--- src/rtl/alu_exec_unit_if.sv ---
// Handshake and data bundle for alu_exec_unit.
// master: the issuing stage drives start/opcode/operands.
// slave:  the execution unit returns busy/done/zWrite/result/carry.
// WIDTH must match the WIDTH of the alu_exec_unit it connects to.
interface alu_exec_unit_if #(
    parameter int WIDTH = 12
);
    logic             start;
    logic [2:0]       opcode;
    logic [WIDTH-1:0] opA;
    logic [WIDTH-1:0] opB;
    logic             busy;
    logic             done;
    logic             zWrite;
    logic [WIDTH-1:0] result;
    logic             carry;

    modport master (
        output start,
        output opcode,
        output opA,
        output opB,
        input  busy,
        input  done,
        input  zWrite,
        input  result,
        input  carry
    );

    modport slave (
        input  start,
        input  opcode,
        input  opA,
        input  opB,
        output busy,
        output done,
        output zWrite,
        output result,
        output carry
    );
endinterface

--- src/rtl/alu_exec_unit.sv ---
// alu_exec_unit: execution stage feeding the zero-flag register.
// Single-cycle ADD/SUB/AND/OR/XOR/INC/DEC, iterative shift-add MUL (WIDTH+1 cycle latency).
// zWrite pulses with done and acts as the zero-flag register's write enable; result is its data.
// Build option: define ALU_SATURATE_EN to clamp overflowing ADD/INC/MUL to all-ones and
// underflowing SUB/DEC to zero; carry still flags the overflow/underflow.
module alu_exec_unit #(
    parameter int WIDTH = 12
) (
    input logic           clock,
    input logic           rst,
    alu_exec_unit_if.slave bus
);

`ifdef ALU_SATURATE_EN
    localparam bit SatEn = 1'b1;
`else
    localparam bit SatEn = 1'b0;
`endif

    localparam int CntW = (WIDTH > 1) ? $clog2(WIDTH) : 1;

    localparam logic [2:0] OpAdd = 3'b000;
    localparam logic [2:0] OpSub = 3'b001;
    localparam logic [2:0] OpAnd = 3'b010;
    localparam logic [2:0] OpOr  = 3'b011;
    localparam logic [2:0] OpXor = 3'b100;
    localparam logic [2:0] OpInc = 3'b101;
    localparam logic [2:0] OpDec = 3'b110;
    localparam logic [2:0] OpMul = 3'b111;

    typedef enum logic [1:0] {
        StIdle,
        StMulRun,
        StDone
    } state_e;

    state_e               state_q;
    logic [2*WIDTH-1:0]   mcand_q;   // multiplicand, pre-shifted by the iteration count
    logic [WIDTH-1:0]     mplier_q;  // multiplier, consumed LSB first
    logic [2*WIDTH-1:0]   acc_q;
    logic [CntW-1:0]      count_q;
    logic                 busy_q;
    logic                 done_q;
    logic [WIDTH-1:0]     result_q;
    logic                 carry_q;

    // Single-cycle datapath, evaluated on the live inputs
    logic [WIDTH:0]       alu_wide;
    logic [WIDTH-1:0]     alu_res;
    logic                 alu_carry;
    logic                 clamp_hi;
    logic                 clamp_lo;

    // Multiplier step
    logic [2*WIDTH-1:0]   acc_next;
    logic [WIDTH-1:0]     mul_res;
    logic                 mul_carry;
    logic                 mul_last;

    // Decode opcode and compute the one-cycle result, borrow/carry and optional clamp
    always_comb begin
        alu_wide  = '0;
        alu_carry = 1'b0;
        clamp_hi  = 1'b0;
        clamp_lo  = 1'b0;
        unique case (bus.opcode)
            OpAdd: begin
                alu_wide  = {1'b0, bus.opA} + {1'b0, bus.opB};
                alu_carry = alu_wide[WIDTH];
                clamp_hi  = 1'b1;
            end
            OpSub: begin
                // Bit WIDTH of the (WIDTH+1)-bit difference is the borrow
                alu_wide  = {1'b0, bus.opA} - {1'b0, bus.opB};
                alu_carry = alu_wide[WIDTH];
                clamp_lo  = 1'b1;
            end
            OpAnd: alu_wide = {1'b0, bus.opA & bus.opB};
            OpOr:  alu_wide = {1'b0, bus.opA | bus.opB};
            OpXor: alu_wide = {1'b0, bus.opA ^ bus.opB};
            OpInc: begin
                alu_wide  = {1'b0, bus.opA} + {{WIDTH{1'b0}}, 1'b1};
                alu_carry = alu_wide[WIDTH];
                clamp_hi  = 1'b1;
            end
            OpDec: begin
                alu_wide  = {1'b0, bus.opA} - {{WIDTH{1'b0}}, 1'b1};
                alu_carry = alu_wide[WIDTH];
                clamp_lo  = 1'b1;
            end
            OpMul: alu_wide = '0;  // handled by the iterative path
        endcase
        alu_res = alu_wide[WIDTH-1:0];
        if (SatEn && alu_carry && clamp_hi) begin
            alu_res = '1;
        end else if (SatEn && alu_carry && clamp_lo) begin
            alu_res = '0;
        end
    end

    // One shift-add iteration plus the final-result view of it
    always_comb begin
        acc_next  = mplier_q[0] ? (acc_q + mcand_q) : acc_q;
        mul_carry = |acc_next[2*WIDTH-1:WIDTH];
        mul_res   = acc_next[WIDTH-1:0];
        if (SatEn && mul_carry) begin
            mul_res = '1;
        end
        mul_last  = (count_q == CntW'(WIDTH - 1));
    end

    // Control FSM with registered outputs; result/carry only move on entry to StDone
    always_ff @(posedge clock or posedge rst) begin
        if (rst) begin
            state_q  <= StIdle;
            mcand_q  <= '0;
            mplier_q <= '0;
            acc_q    <= '0;
            count_q  <= '0;
            busy_q   <= 1'b0;
            done_q   <= 1'b0;
            result_q <= '0;
            carry_q  <= 1'b0;
        end else begin
            done_q <= 1'b0;
            case (state_q)
                StIdle: begin
                    if (bus.start) begin
                        if (bus.opcode == OpMul) begin
                            mcand_q  <= {{WIDTH{1'b0}}, bus.opA};
                            mplier_q <= bus.opB;
                            acc_q    <= '0;
                            count_q  <= '0;
                            busy_q   <= 1'b1;
                            state_q  <= StMulRun;
                        end else begin
                            result_q <= alu_res;
                            carry_q  <= alu_carry;
                            done_q   <= 1'b1;
                            state_q  <= StDone;
                        end
                    end
                end
                StMulRun: begin
                    // start is ignored here; all WIDTH bits are processed, no early exit
                    acc_q    <= acc_next;
                    mcand_q  <= mcand_q << 1;
                    mplier_q <= mplier_q >> 1;
                    count_q  <= count_q + CntW'(1);
                    if (mul_last) begin
                        result_q <= mul_res;
                        carry_q  <= mul_carry;
                        busy_q   <= 1'b0;
                        done_q   <= 1'b1;
                        state_q  <= StDone;
                    end
                end
                StDone: begin
                    // start is ignored for this cycle
                    state_q <= StIdle;
                end
                default: begin
                    state_q <= StIdle;
                    busy_q  <= 1'b0;
                end
            endcase
        end
    end

    assign bus.busy   = busy_q;
    assign bus.done   = done_q;
    assign bus.zWrite = done_q;
    assign bus.result = result_q;
    assign bus.carry  = carry_q;

endmodule

--- src/flat_wrapper.sv ---
// flat-port wrapper written by rule: the top's interface ports become plain ports
module alu_exec_unit_flat 
#(
    parameter int WIDTH = 12
)
  (clock, rst, bus_start, bus_opcode, bus_opA, bus_opB, bus_busy, bus_done, bus_zWrite, bus_result, bus_carry);
  alu_exec_unit_if #(.WIDTH(WIDTH)) bus_i ();
  input logic clock;
  input logic rst;
  input wire logic [$bits(bus_i.start)-1:0] bus_start;
  input wire logic [$bits(bus_i.opcode)-1:0] bus_opcode;
  input wire logic [$bits(bus_i.opA)-1:0] bus_opA;
  input wire logic [$bits(bus_i.opB)-1:0] bus_opB;
  output wire logic [$bits(bus_i.busy)-1:0] bus_busy;
  output wire logic [$bits(bus_i.done)-1:0] bus_done;
  output wire logic [$bits(bus_i.zWrite)-1:0] bus_zWrite;
  output wire logic [$bits(bus_i.result)-1:0] bus_result;
  output wire logic [$bits(bus_i.carry)-1:0] bus_carry;
  assign bus_i.start = bus_start;
  assign bus_i.opcode = bus_opcode;
  assign bus_i.opA = bus_opA;
  assign bus_i.opB = bus_opB;
  assign bus_busy = bus_i.busy;
  assign bus_done = bus_i.done;
  assign bus_zWrite = bus_i.zWrite;
  assign bus_result = bus_i.result;
  assign bus_carry = bus_i.carry;
  alu_exec_unit #(.WIDTH(WIDTH)) u_core (.clock(clock), .rst(rst), .bus(bus_i));
endmodule
--- config.mk ---
export PLATFORM = sky130hd
export DESIGN_NAME = alu_exec_unit_flat
export DESIGN_NICKNAME = d
export VERILOG_FILES = /design/src/rtl/alu_exec_unit_if.sv /design/src/rtl/alu_exec_unit.sv /design/src/flat_wrapper.sv
export SDC_FILE = /design/constraint.sdc
export NUM_CORES = 1
export LEC_CHECK = 0
export ABC_AREA = 1
export BUFFER_PORTS_ARGS = -buffer_cell sky130_fd_sc_hd__clkbuf_2
export CORE_ASPECT_RATIO = 1.5
export CORE_MARGIN = 2
export CORE_UTILIZATION = 25
export CTS_CLUSTER_SIZE = 8
export DETAILED_ROUTE_END_ITERATION = 10
export SLEW_MARGIN = 0
export SYNTH_ARGS = -nofsm -noshare
export SYNTH_HDL_FRONTEND = slang
export SYNTH_SLANG_ARGS = --single-unit
--- constraint.sdc ---
create_clock -name clock -period 3 [get_ports clock]
set_input_delay 0.6 -clock clock [delete_from_list [all_inputs] [get_ports clock]]
set_output_delay 0.6 -clock clock [all_outputs]
set_load 0.01 [all_outputs]
## Yosys cells after proc, flatten, opt, wreduce, memory -nomap -nowiden

Index checks and enable logic that the tools add are counted.

| operators by class | value |
|---|---|
| equal/unequal tests | 14 |
| $add $sub $neg | 6 |
| bitwise operators | 4 |
| multiplexer cells | 35 |
| reductions and logical operators | 8 |

Operators with widths:

| kind | number |
|---|---|
| two-way mux 24 bit | 5 |
| case mux 24 bit (2 select lines) | 2 |
| case mux 12 bit (7 select lines) | 1 |
| two-way mux 12 bit | 5 |
| case mux 12 bit (2 select lines) | 2 |
| adder 24 bit | 1 |
| adder 12 x 1 -> 13 bit (second input constant) | 1 |
| adder 12 x 12 -> 13 bit | 1 |
| subtractor 12 x 1 -> 13 bit (second input constant) | 1 |
| subtractor 12 x 12 -> 13 bit | 1 |
| AND 12 bit | 1 |
| equality test 3 bit (second input constant) | 4 |
| bitwise OR 12 bit | 1 |
| OR reduction 12 bit | 1 |
| XOR 12 bit | 1 |
| two-way mux 1 bit | 9 |
| two-way mux 4 bit | 2 |
| case mux 4 bit (2 select lines) | 1 |
| AND reduction 4 bit | 2 |
| equality test 3 x 2 -> 1 bit (second input constant) | 2 |
| two-way mux 2 bit | 3 |
| adder 4 x 1 -> 4 bit (second input constant) | 1 |
| equality test 4 bit (second input constant) | 1 |
| inequality test 2 x 1 -> 1 bit (second input constant) | 2 |
| other kinds (14) | 16 |

| word-level totals | value |
|---|---|
| register bits | 81 |
| word-level logic and storage cells | 76 |
| output and inout bits | 16 |
| input bits | 30 |

## Depth between registers and ports, before layout

Gate-level depths: netlist (run 1).

| depth | value |
|---|---|
| word-level depth | 5 |
| mapped depth | 18 |
| gate-level depth less buffers | 18 |

## Least setup slack after synthesis (run 1)

OpenSTA, ideal clock, no wires.

| timing | value |
|---|---|
| path kind | input to register |
| from | input bus_opA[7] |
| to | register u_core.carry_q (netlist: u_core.bus.carry) |
| arrival time | 2,240 ps |
| stages on the path | 14 |
| path slack | 640 ps |
| buffers on the path | 2 |
| library setup time | 120 ps |
| data required time | 2,880 ps |
| path through | clkbuf_1 inv_1 ha_1 buf_2 inv_1 nand2_1 nor2_1 nand4_1 nand3_1 nand3_1 nand3_1 nand3_2 a21oi_2 a21oi_2 |

| between the ends | value |
|---|---|
| word-level cells in the longest chain between the ends | 5 |
| elaborated cells on any way between the ends | 8 |
| those cells by class | 4 x add/sub; 4 x mux |

RTL lines:

| what | line | source |
|---|---|---|
| from (decl) | flat_wrapper.sv:12 | `input wire logic [$bits(bus_i.opA)-1:0] bus_opA;` |
| subtractor 12 x 1 -> 13 bit, or another cell as far along | alu_exec_unit.sv:87 | `alu_wide = {1'b0, bus.opA} - {{WIDTH{1'b0}}, 1'b1};` |
| case mux 1 bit (4 select lines) (*) | alu_exec_unit.sv:66 | `unique case (bus.opcode)` |
| two-way mux 1 bit (*) | alu_exec_unit.sv:129 | `if (bus.opcode == OpMul) begin` |
| two-way mux 1 bit (*) | alu_exec_unit.sv:128 | `if (bus.start) begin` |
| case mux 1 bit (2 select lines) (*) | alu_exec_unit.sv:126 | `case (state_q)` |
| to (signal assigned) | alu_exec_unit.sv:138 | `carry_q <= alu_carry;` |
| to (signal assigned) | alu_exec_unit.sv:152 | `carry_q <= mul_carry;` |
| to (decl) | alu_exec_unit.sv:45 | `logic carry_q;` |

Every way passes the cells marked *; elsewhere a longest branch is shown, timed or not. The select of a mux whose other input is x is not followed.
A chain may end at the register's enable or synchronous reset.

## Final worst setup path (run 1)

| timing | value |
|---|---|
| from | input bus_opA[4] |
| to | register u_core.result_q[9] (netlist: u_core.bus.result[9]) |

| between the ends | value |
|---|---|
| word-level cells in the longest chain between the ends | 5 |
| elaborated cells on any way between the ends | 8 |
| those cells by class | 4 x add/sub; 4 x mux |

RTL lines:

| what | line | source |
|---|---|---|
| subtractor 12 x 1 -> 13 bit, or another cell as far along | alu_exec_unit.sv:87 |  |
| case mux 12 bit (7 select lines) (*) | alu_exec_unit.sv:66 |  |
| two-way mux 12 bit (*) | alu_exec_unit.sv:129 |  |
| two-way mux 12 bit (*) | alu_exec_unit.sv:128 |  |
| case mux 12 bit (2 select lines) (*) | alu_exec_unit.sv:126 |  |
| to (signal assigned) | alu_exec_unit.sv:137 | `result_q <= alu_res;` |
| to (signal assigned) | alu_exec_unit.sv:151 | `result_q <= mul_res;` |
| to (decl) | alu_exec_unit.sv:44 | `logic [WIDTH-1:0] result_q;` |

Marks and branches as above.

==> results of run 1 <==
[layout make-up]
cell class | instances | area share
Tap cell | 395 | 0.0578
Multi-Input combinational cell | 825 | 0.532
Inverter | 203 | 0.0895
Sequential cell | 81 | 0.237
Clock buffer | 10 | 0.0279
Timing Repair Buffer | 63 | 0.0451
Clock inverter | 6 | 0.0105
[final timing paths]
check                                    from                   end  cells after the start
max                                bus_opA[4]  u_core.bus.result[9]                     15
min in group clock         u_core.mplier_q[1]    u_core.mplier_q[0]                      2
max in group asynchronous                 rst     u_core.mcand_q[1]                      3
min reg2reg                u_core.mplier_q[1]    u_core.mplier_q[0]                      2
min                                       rst       u_core.bus.done                      3
max reg2reg                   u_core.acc_q[8]      u_core.bus.carry                     14
[cells in the mapped netlist (2+ instances only)]
| cell | n |
|---|---|
| nand4_1 | 18 |
| inv_2 | 9 |
| nand3b_1 | 3 |
| nand3_2 | 2 |
| nor2_2 | 5 |
| o21bai_1 | 2 |
| nand2_1 | 316 |
| dfrtp_1 | 81 |
| o211ai_1 | 22 |
| xnor2_1 | 2 |
| nor3_4 | 2 |
| a21oi_1 | 56 |
| a21oi_2 | 2 |
| nor3_2 | 2 |
| o21ai_1 | 15 |
| buf_1 | 4 |
| o221ai_1 | 3 |
| buf_6 | 3 |
| o2111ai_1 | 3 |
| inv_1 | 193 |
| a221oi_2 | 3 |
| nor2_1 | 68 |
| o22ai_1 | 27 |
| a31oi_1 | 12 |
| xor2_1 | 10 |
| a21o_1 | 2 |
| o21ai_0 | 60 |
| buf_4 | 5 |
| buf_2 | 9 |
| ha_1 | 62 |
| nand3_1 | 89 |
| a211oi_2 | 2 |
| clkbuf_1 | 16 |
| fa_1 | 3 |
| a22oi_1 | 8 |
| or2_2 | 7 |
| o31ai_1 | 3 |
| nor3_1 | 6 |
[cells by family after synthesis]
logic type | count (synthesis) | synth area share
buffers and inverters | 240 | 0.127
and+or+nand+nor | 522 | 0.296
adders and majority gates | 65 | 0.111
AOI/OAI and AO/OA | 226 | 0.182
xor gates and xnor gates | 12 | 0.0140
DFF | 81 | 0.269
[registers in the layout, summed over array words and instances (netlist names)]
name               count
u_core.bus.done        1
u_core.acc_q          24
u_core.bus.carry       1
u_core.count_q         4
u_core.bus.result     12
u_core.mcand_q        24
u_core.mplier_q       12
u_core.state_q         2
u_core.bus.busy        1
[per-stage QoR]
stage / total power, mW / cells / utilization / area [um2] / hold WS, ns
after detailed placement: 4.26 / 1567 / 0.278 / 8220 / 0.470
final: 5.48 / 1583 / 0.289 / 8550 / 0.318
after global placement: 4.23 / 1567 / 0.278 / 8220 / 0.475
after global routing: 5.94 / 1583 / 0.289 / 8550 / 0.362
after CTS: 5.52 / 1583 / 0.289 / 8550 / 0.338
after floorplan: 3.47 / 1146 / - / 7530 / 0.453
[power by group through the flow]
stage / Sequential, mW / Clock (mW) / Combinational [mW]
floorplan: 1.69 / 0 / 1.78
global placement: 1.73 / 0 / 2.50
detailed placement: 1.73 / 0 / 2.53
CTS: 1.72 / 1.25 / 2.55
global route: 1.76 / 1.30 / 2.87
finish: 1.71 / 1.24 / 2.53
[metal layers]
metal,track usage,wire length (um),up-vias
li1,-,-,3831
met1,0.167,9610,3514
met2,0.305,13200,150
met3,0.0154,593,42
met4,0.0690,926,0
met5,0,0,-
[worst reg2reg max path: cells and delay by family, from the launching register on]
kind	cells	cell delay, ns
AOI/OAI and AO/OA	1	0.05
adders and majority gates	1	0.38
DFF	1	0.39
and+or+nand+nor	12	1.60
==> results.py, run 1 <==
metrics = {
    "synthesis": {
        "netlist.top_cell.by_area": "dfrtp_1",
        "synth_edf_count": 0,
        "yosysWarnings": 0,
        "synth_area_leaders": "dfrtp_1, nand2_1, ha_1, inv_1, nand3_1",
        "synth.distinct_cells": 49,
        "synth_area_per_cell_um2": 6.57,
        "syn_nets": 1241,
        "seq_area_frac_synth": 0.269,
        "synth_flop_cell": "dfrtp_1",
        "synth_top_area_frac": 0.269,
        "synth-seq-cells": 81,
        "postSynthCellCount": 1146,
        "async_flop_share": 1.00,
        "synthesis.area_um2": 7530,
    },
    "timing": {
        "fin_tns_setup_ns": 0,
        "tightestPinTransition_ns": 0.708,
        "setup_viol": 0,
        "finalCritPeriodShare": 0.850,
        "skew_ns": 0.0145,
        "setup_ws_ns": 0.451,
        "slew_headroom": 0.528,
        "rsz0062_at_grt": "false",
        "period_needed_ns": 2.55,
        "finalHoldViolCount": 0,
        "max_freq_mhz": 392,
        "drv_slew": 0,
    },
    "detailed_routing": {
        "drt-pass1-iter-count": 5,
        "via_count": 7537,
        "detail-route-antenna-nets": 0,
        "drc_errors": 0,
        "drt_wl_total_um": 24400,
        "drtIter0Drc": 529,
        "vias_per_cell": 4.76,
        "wl_per_cell_um": 15.4,
    },
    "pwr": {
        "power_frac_comb": 0.462,
        "peakVddDrop_uv": 306,
        "power.internal_mw": 3.07,
        "power_frac_clock": 0.226,
        "p_seq_frac": 0.313,
        "power_leakage_nw": 4.39,
        "p_per_area_nw_per_um2": 641,
        "p_sw_mw": 2.41,
        "p_sw_frac": 0.439,
    },
    "clocking": {
        "cts_buffers": 9,
        "cts_tree": "done",
        "clock_path_buffers": 2,
        "cts-root-buf": "clkbuf_16",
        "post_cts_resized": 0,
        "postCtsSetupBuffers": 0,
        "htreeDepth": 3,
        "cts_hold_buffers": 0,
        "insertion_delay_ns": 0.36,
        "clkSinkCount": 81,
        "path_clk_slew_ns": 0.06,
    },
    "floorplanning": {
        "start_util": 0.254,
        "coreArea_um2": 29600,
        "num_io_pins": 46,
        "die-height_um": 217,
        "rows": 77,
        "design.die.area_um2": 31500,
        "dieWidth_um": 146,
    },
    "setup_path": {
        "crit_top_cell": "nand2_1",
        "cp.required_ns": 3.29,
        "cp.buffers_inverters": 3,
        "critical-path-max-stage-delay_ns": 0.52,
        "cp.arrival_ns": 2.84,
        "rrSetupSlack_ns": 0.46,
        "crit_fanout": 7,
        "crit_type": "input pin to flop",
        "endpoint_kind": "flop",
        "path_delay_family": "simple AND/OR/NAND/NOR gates",
        "path_cells": "clkbuf_2 -> inv_1 -> ha_1 -> inv_1 -> nor3_1 -> a21o_1 -> nand2_1 -> nand2_1 -> xor2_1 -> nand2_1 -> nand3_1 -> nand2_1 -> nand2_1 -> nand2_1 -> nand2_1",
        "crit_slowest_cell": "nor3_1",
        "start_kind": "input pin",
    },
    "outcome": {
        "status": "finished, final reports clean",
    },
    "grt": {
        "antenna_found_initial": 0,
        "grt_util_all_layers": 0.156,
        "grt_remaining_overflow": 0,
        "grt_start_max_net_pins": 82,
        "grt_pass1_vias": 7530,
        "grt_first_pass_wirelength_um": 39000,
    },
    "placed_design": {
        "place.gp.congestion": 0.929,
        "io_buffers": 45,
        "hpwl_um": 19400,
        "place_ws_ns": 0.183,
    },
    "layout": {
        "final_common_cell": "nand2_1",
        "n_antenna_cell": 0,
        "nets": 1278,
        "num-fill-cells": 3320,
        "drive_gt1_frac": 0.101,
        "multi_input_area_um2": 4550,
        "layout.area.seq_um2": 2030,
        "area_growth_pct": 13.6,
        "final_cell_mix": "nand2_1, inv_1, nand3_1",
    },
    "flow_run": {
        "maxCapViolCount": 0,
    },
    "worst_hold_path": {
        "hold_class": "input pin to async pin",
    },
}
Power figures use the tool's default switching activity.
==> run 2, diff against run 1 <==
- clock period: 3 -> 2.6 ns (I/O delays scaled with it)
==> run 2 against run 1 <==
  * Clock power about the same
  * Register-to-register slack worse by 0.27 ns
  * Largest cell class unchanged
  * Highest routed layer unchanged
  * Hold slack worse by 0.089 ns
  * Clock-buffer cell count unchanged
==> results.py, run 2 (synthesized netlist as in run 1, its figures left out) <==
metrics = {
    "layout": {
        "n_antenna_cell": 0,
        "area_growth_pct": 15.9,
        "final_cell_mix": "nand2_1, inv_1, nand3_1",
        "final_common_cell": "nand2_1",
        "nets": 1304,
        "multi_input_area_um2": 4580,
        "layout.area.seq_um2": 2030,
        "fin_util": 0.295,
        "drive_gt1_frac": 0.126,
        "reg.largest.list": "u_core.acc_q (24), u_core.mcand_q (24)",
        "num-fill-cells": 3319,
    },
    "timing": {
        "period_needed_ns": 2.41,
        "setup_viol": 0,
        "skew_ns": 0.00637,
        "finalCritPeriodShare": 0.927,
        "slew_headroom": 0.469,
        "tightestPinTransition_ns": 0.796,
        "max_freq_mhz": 415,
        "hold_ws_ns": 0.229,
        "drv_slew": 0,
        "finalHoldViolCount": 0,
        "setup_ws_ns": 0.191,
    },
    "floorplanning": {
        "num_io_pins": 46,
        "dieWidth_um": 146,
        "design.die.area_um2": 31500,
        "rows": 77,
        "coreArea_um2": 29600,
        "start_util": 0.254,
        "die-height_um": 217,
    },
    "detailed_routing": {
        "wl_per_cell_um": 15.0,
        "drt_wl_total_um": 24100,
        "vias_per_cell": 4.76,
        "detail-route-antenna-nets": 0,
        "drc_errors": 0,
        "via_count": 7660,
        "drt-pass1-iter-count": 5,
        "drtIter0Drc": 401,
    },
    "setup_path": {
        "critical-path-max-stage-delay_ns": 0.38,
        "cp.required_ns": 2.84,
        "crit_fanout": 3,
        "rrSetupSlack_ns": 0.19,
        "reg2reg_from": "u_core.acc_q[0]",
        "start_kind": "flop",
        "worstRegToRegCells": 17,
        "crit_top_cell": "nand2_1",
        "crit_slowest_cell": "dfrtp_1",
        "path_cells": "ha_1 -> fa_2 -> nand3_2 -> nand3_2 -> buf_4 -> nand2_1 -> nand2_2 -> nand2_2 -> nand2_1 -> nand2_1 -> nand3_1 -> nand2_1 -> nand3_1 -> nor2_1 -> nand3_1 -> nand2_1 -> a21oi_2",
        "rr_endpoint": "u_core.bus.carry",
        "crit_type": "flop to flop",
        "endpoint_kind": "flop",
        "cp.arrival_ns": 2.65,
    },
    "placed_design": {
        "io_buffers": 45,
        "place.gp.congestion": 0.929,
        "hpwl_um": 19500,
        "place_ws_ns": -0.0443,
    },
    "clocking": {
        "htreeDepth": 3,
        "cts-root-buf": "clkbuf_16",
        "clkSinkCount": 81,
        "cts_tree": "done",
        "cts_hold_buffers": 0,
        "insertion_delay_ns": 0.35,
        "clock_path_buffers": 2,
        "cts_buffers": 9,
        "path_clk_slew_ns": 0.06,
    },
    "pwr": {
        "power_leakage_nw": 4.49,
        "peakVddDrop_uv": 288,
        "power_mw": 6.19,
        "p_per_area_nw_per_um2": 709,
    },
    "flow_run": {
        "maxCapViolCount": 0,
    },
    "grt": {
        "grt_remaining_overflow": 0,
        "grt_first_pass_wirelength_um": 38900,
        "grt_pass1_vias": 7745,
        "grt_start_max_net_pins": 49,
        "grt_util_all_layers": 0.153,
        "antenna_found_initial": 0,
    },
    "outcome": {
        "status": "finished, final reports clean",
    },
    "worst_hold_path": {
        "hold_class": "input pin to async pin",
    },
}
==> run 2: cell types whose count changed in the layout (fill, tap and decap cells not counted), sizes merged <==
| cell | previous run | this run |
|---|---|---|
| clkinv | 3 | 4 |
| bufinv | 2 | 0 |
| buf | 18 | 44 |
==> run 2: routing by layer <==
layer  track usage  vias up  wire [um]
met1         0.158     3554       9230
met4        0.0908        0       1350
li1              -     3874          -
met2         0.297      165      12900
met3        0.0128       67        588
met5             0        -          0
==> run 2: final cells by class <==
| cell class | instances | share of cell area |
|---|---|---|
| flip-flops and latches | 81 | 0.232 |
| well taps | 395 | 0.0566 |
| clock buffers | 10 | 0.0274 |
| clock inverters | 5 | 0.00459 |
| repair buffers | 89 | 0.0665 |
| multi-input cells | 825 | 0.525 |
| inverters | 203 | 0.0880 |
==> run 2: repair_timing <==
action / CTS / global route
setup endpoints to repair: 0 / 3
gates resized for setup: 0 / 10
buffers inserted: 0 / 0
hold endpoints to repair: 0 / 0
==> run 2: worst max path at each step <==
stage / startpoint / endpoint / slack (ns) / cells past startpoint
3_5_place_dp: bus_opA[0] / u_core.bus.result[2] / -0.04 / 10
6_report: u_core.acc_q[0] / u_core.bus.carry / 0.19 / 17
5_1_grt: u_core.acc_q[3] / u_core.bus.result[11] / -0.007 / 12
4_1_cts: u_core.acc_q[0] / u_core.bus.carry / 0.01 / 17
2_1_floorplan: bus_opA[7] / u_core.bus.carry / 0.32 / 14
3_3_place_gp: bus_opA[0] / u_core.bus.result[2] / -0.05 / 10
==> run 2: where the power goes <==
part	switching, mW	total, mW	internal [mW]
clock network	0.540	1.21	0.674
logic	1.94	2.99	1.05
registers	0.312	1.99	1.68
==> run 2: critical path: cells and delay by family, from the launching register on <==
family	cells	cell delay, ns
flip-flops	1	0.38
AND/OR/NAND/NOR	13	1.11
buffers and inverters	1	0.16
AO/OA/AOI/OAI	1	0.06
adder cells (fa/ha/maj)	2	0.59
==> run 2: metrics by stage <==
stage | TNS [ns] | cell area [um2] | instances
detailed placement | -0.0511 | 8420 | 1593
floorplan | 0 | 7530 | 1146
global route | -0.00713 | 8730 | 1608
global placement | -0.0518 | 8420 | 1593
CTS | 0 | 8700 | 1608
finish | 0 | 8730 | 1608
==> run 3, diff against run 2 <==
- CORE_ASPECT_RATIO: 1.5 -> unset
==> run 3 against run 2 <==
  * Largest cell class unchanged
  * Worst setup slack lost 0.021 ns
  * Via count shrank 0.26%
  * Total power grew 1.5%
  * Global-route usage shrank 0.35 points
  * Design area shrank 0.14%
  * Sequential share of layout area is essentially flat
  * Combinational power is essentially flat
  * Critical endpoint is now u_core.bus.result[2]
==> results.py, run 3 (synthesized netlist as in run 1, its figures left out) <==
metrics = {
    "clocking": {
        "htreeDepth": 3,
        "post_cts_resized": 0,
        "path_clk_slew_ns": 0.06,
        "insertion_delay_ns": 0.35,
        "postCtsSetupBuffers": 0,
        "cts_tree": "done",
        "clock_path_buffers": 2,
        "cts_hold_buffers": 0,
        "clkSinkCount": 81,
        "cts-root-buf": "clkbuf_16",
        "cts_buffers": 9,
    },
    "detailed_routing": {
        "vias_per_cell": 4.78,
        "drt-pass1-iter-count": 5,
        "drt_wl_total_um": 23000,
        "drtIter0Drc": 438,
        "detail-route-antenna-nets": 0,
        "wl_per_cell_um": 14.4,
        "via_count": 7640,
        "drc_errors": 0,
    },
    "setup_path": {
        "crit_slowest_cell": "o41ai_1",
        "crit_type": "input pin to flop",
        "rrSetupSlack_ns": 0.18,
        "crit_fanout": 4,
        "path_depth": 10,
        "cp.required_ns": 2.80,
        "endpoint": "u_core.bus.result[2]",
        "path_delay_family": "compound AO/OA/AOI/OAI gates",
        "start_kind": "input pin",
        "endpoint_kind": "flop",
        "crit_path_start": "bus_opA[0]",
        "rr_endpoint": "u_core.bus.carry",
        "crit_top_cell": "inv_1",
        "cp.buffers_inverters": 3,
        "worstRegToRegCells": 16,
        "cp.arrival_ns": 2.63,
        "path_cells": "clkbuf_2 -> inv_1 -> ha_1 -> inv_1 -> fa_1 -> or2_2 -> nand3_1 -> o21ai_0 -> o41ai_1 -> a31oi_1",
        "critical-path-max-stage-delay_ns": 0.67,
        "reg2reg_from": "u_core.acc_q[0]",
    },
    "floorplanning": {
        "num_io_pins": 46,
        "coreArea_um2": 29600,
        "start_util": 0.254,
        "dieWidth_um": 178,
        "design.die.area_um2": 31500,
        "rows": 63,
        "die-height_um": 178,
    },
    "grt": {
        "grt_util_met1": 0.195,
        "grt_first_pass_wirelength_um": 37500,
        "grt_pass1_vias": 7372,
        "grt_use_met3": 0.0182,
        "grt_remaining_overflow": 0,
        "grt_start_max_net_pins": 46,
        "groute.layer.met2.usage": 0.253,
        "grt_util_all_layers": 0.150,
        "top_usage_layer": "met2",
        "antenna_found_initial": 0,
    },
    "placed_design": {
        "place_ws_ns": -0.178,
        "hpwl_um": 18100,
        "placed_cell_area_um2": 8400,
        "place.gp.congestion": 0.903,
        "dpl.cell_count": 1584,
        "io_buffers": 45,
    },
    "layout": {
        "n_antenna_cell": 0,
        "nets": 1300,
        "layout.cells.non_filler": 1600,
        "drive_gt1_frac": 0.121,
        "area_growth_pct": 15.8,
        "final_common_cell": "nand2_1",
        "reg.largest.list": "u_core.acc_q (24), u_core.mcand_q (24)",
        "final_cell_mix": "nand2_1, inv_1, nand3_1",
        "design_area_um2": 8710,
    },
    "timing": {
        "max_freq_mhz": 412,
        "setup_viol": 0,
        "setup_ws_ns": 0.170,
        "finalHoldViolCount": 0,
        "period_needed_ns": 2.43,
        "tightestPinTransition_ns": 0.792,
        "slew_headroom": 0.472,
        "finalCritPeriodShare": 0.935,
        "skew_ns": 0.00799,
        "fin_tns_setup_ns": 0,
        "drv_slew": 0,
    },
    "pwr": {
        "power_mw": 6.28,
        "peakVddDrop_uv": 315,
        "p_per_area_nw_per_um2": 721,
        "power_leakage_nw": 4.49,
    },
    "worst_hold_path": {
        "hold_class": "input pin to async pin",
    },
    "outcome": {
        "status": "finished, final reports clean",
    },
    "flow_run": {
        "maxCapViolCount": 0,
    },
}
## run 3: through the flow
step | hold slack, ns | util
floorplan | 0.453 | -
global placement | 0.470 | 0.283
detailed placement | 0.477 | 0.283
CTS | 0.274 | 0.294
global route | 0.327 | 0.294
finish | 0.253 | 0.294
## run 3: how the worst min path moves through the flow
stage,to,from,cells past startpoint
final,u_core.acc_q[20],rst,2
after global routing,u_core.acc_q[21],rst,2
after CTS,u_core.acc_q[23],rst,2
after detailed placement,u_core.mplier_q[11],u_core.mplier_q[11],2
after global placement,u_core.mplier_q[11],u_core.mplier_q[11],2
after floorplan,u_core.mplier_q[11],u_core.mplier_q[11],2
## run 3: area by class of cell
type,count,area [um2]
clock inverters,7,77.6
flip-flops and latches,81,2030
well taps,390,488
inverters,203,768
fillers,3324,20900
repair buffers,85,563
multi-input cells,825,4560
clock buffers,9,225
## run 3: worst register-to-register path: stages (launching register included)
cell	delay [ns]
dfrtp_1	0.39
ha_2	0.22
fa_1	0.38
nand3_1	0.13
nand3_2	0.13
nand2_1	0.11
nand2_1	0.11
nand2_2	0.10
nand2_1	0.05
nand2_1	0.05
nand3_1	0.08
nand2_1	0.10
nand3_1	0.08
nor2_1	0.15
nand3_1	0.10
nand2_1	0.08
a21oi_2	0.05
## run 3: per-layer routing
layer / routed length (um) / up-vias
li1: - / 3869
met1: 10800 / 3557
met2: 10700 / 177
met3: 936 / 37
met4: 603 / 0
met5: 0 / -
## run 3: power by group
part	internal (mW)	total (mW)	leakage (nW)	switching (mW)
Sequential	1.67	1.98	1.06	0.305
Combinational	1.04	2.98	3.28	1.93
Clock	0.753	1.32	0.146	0.572
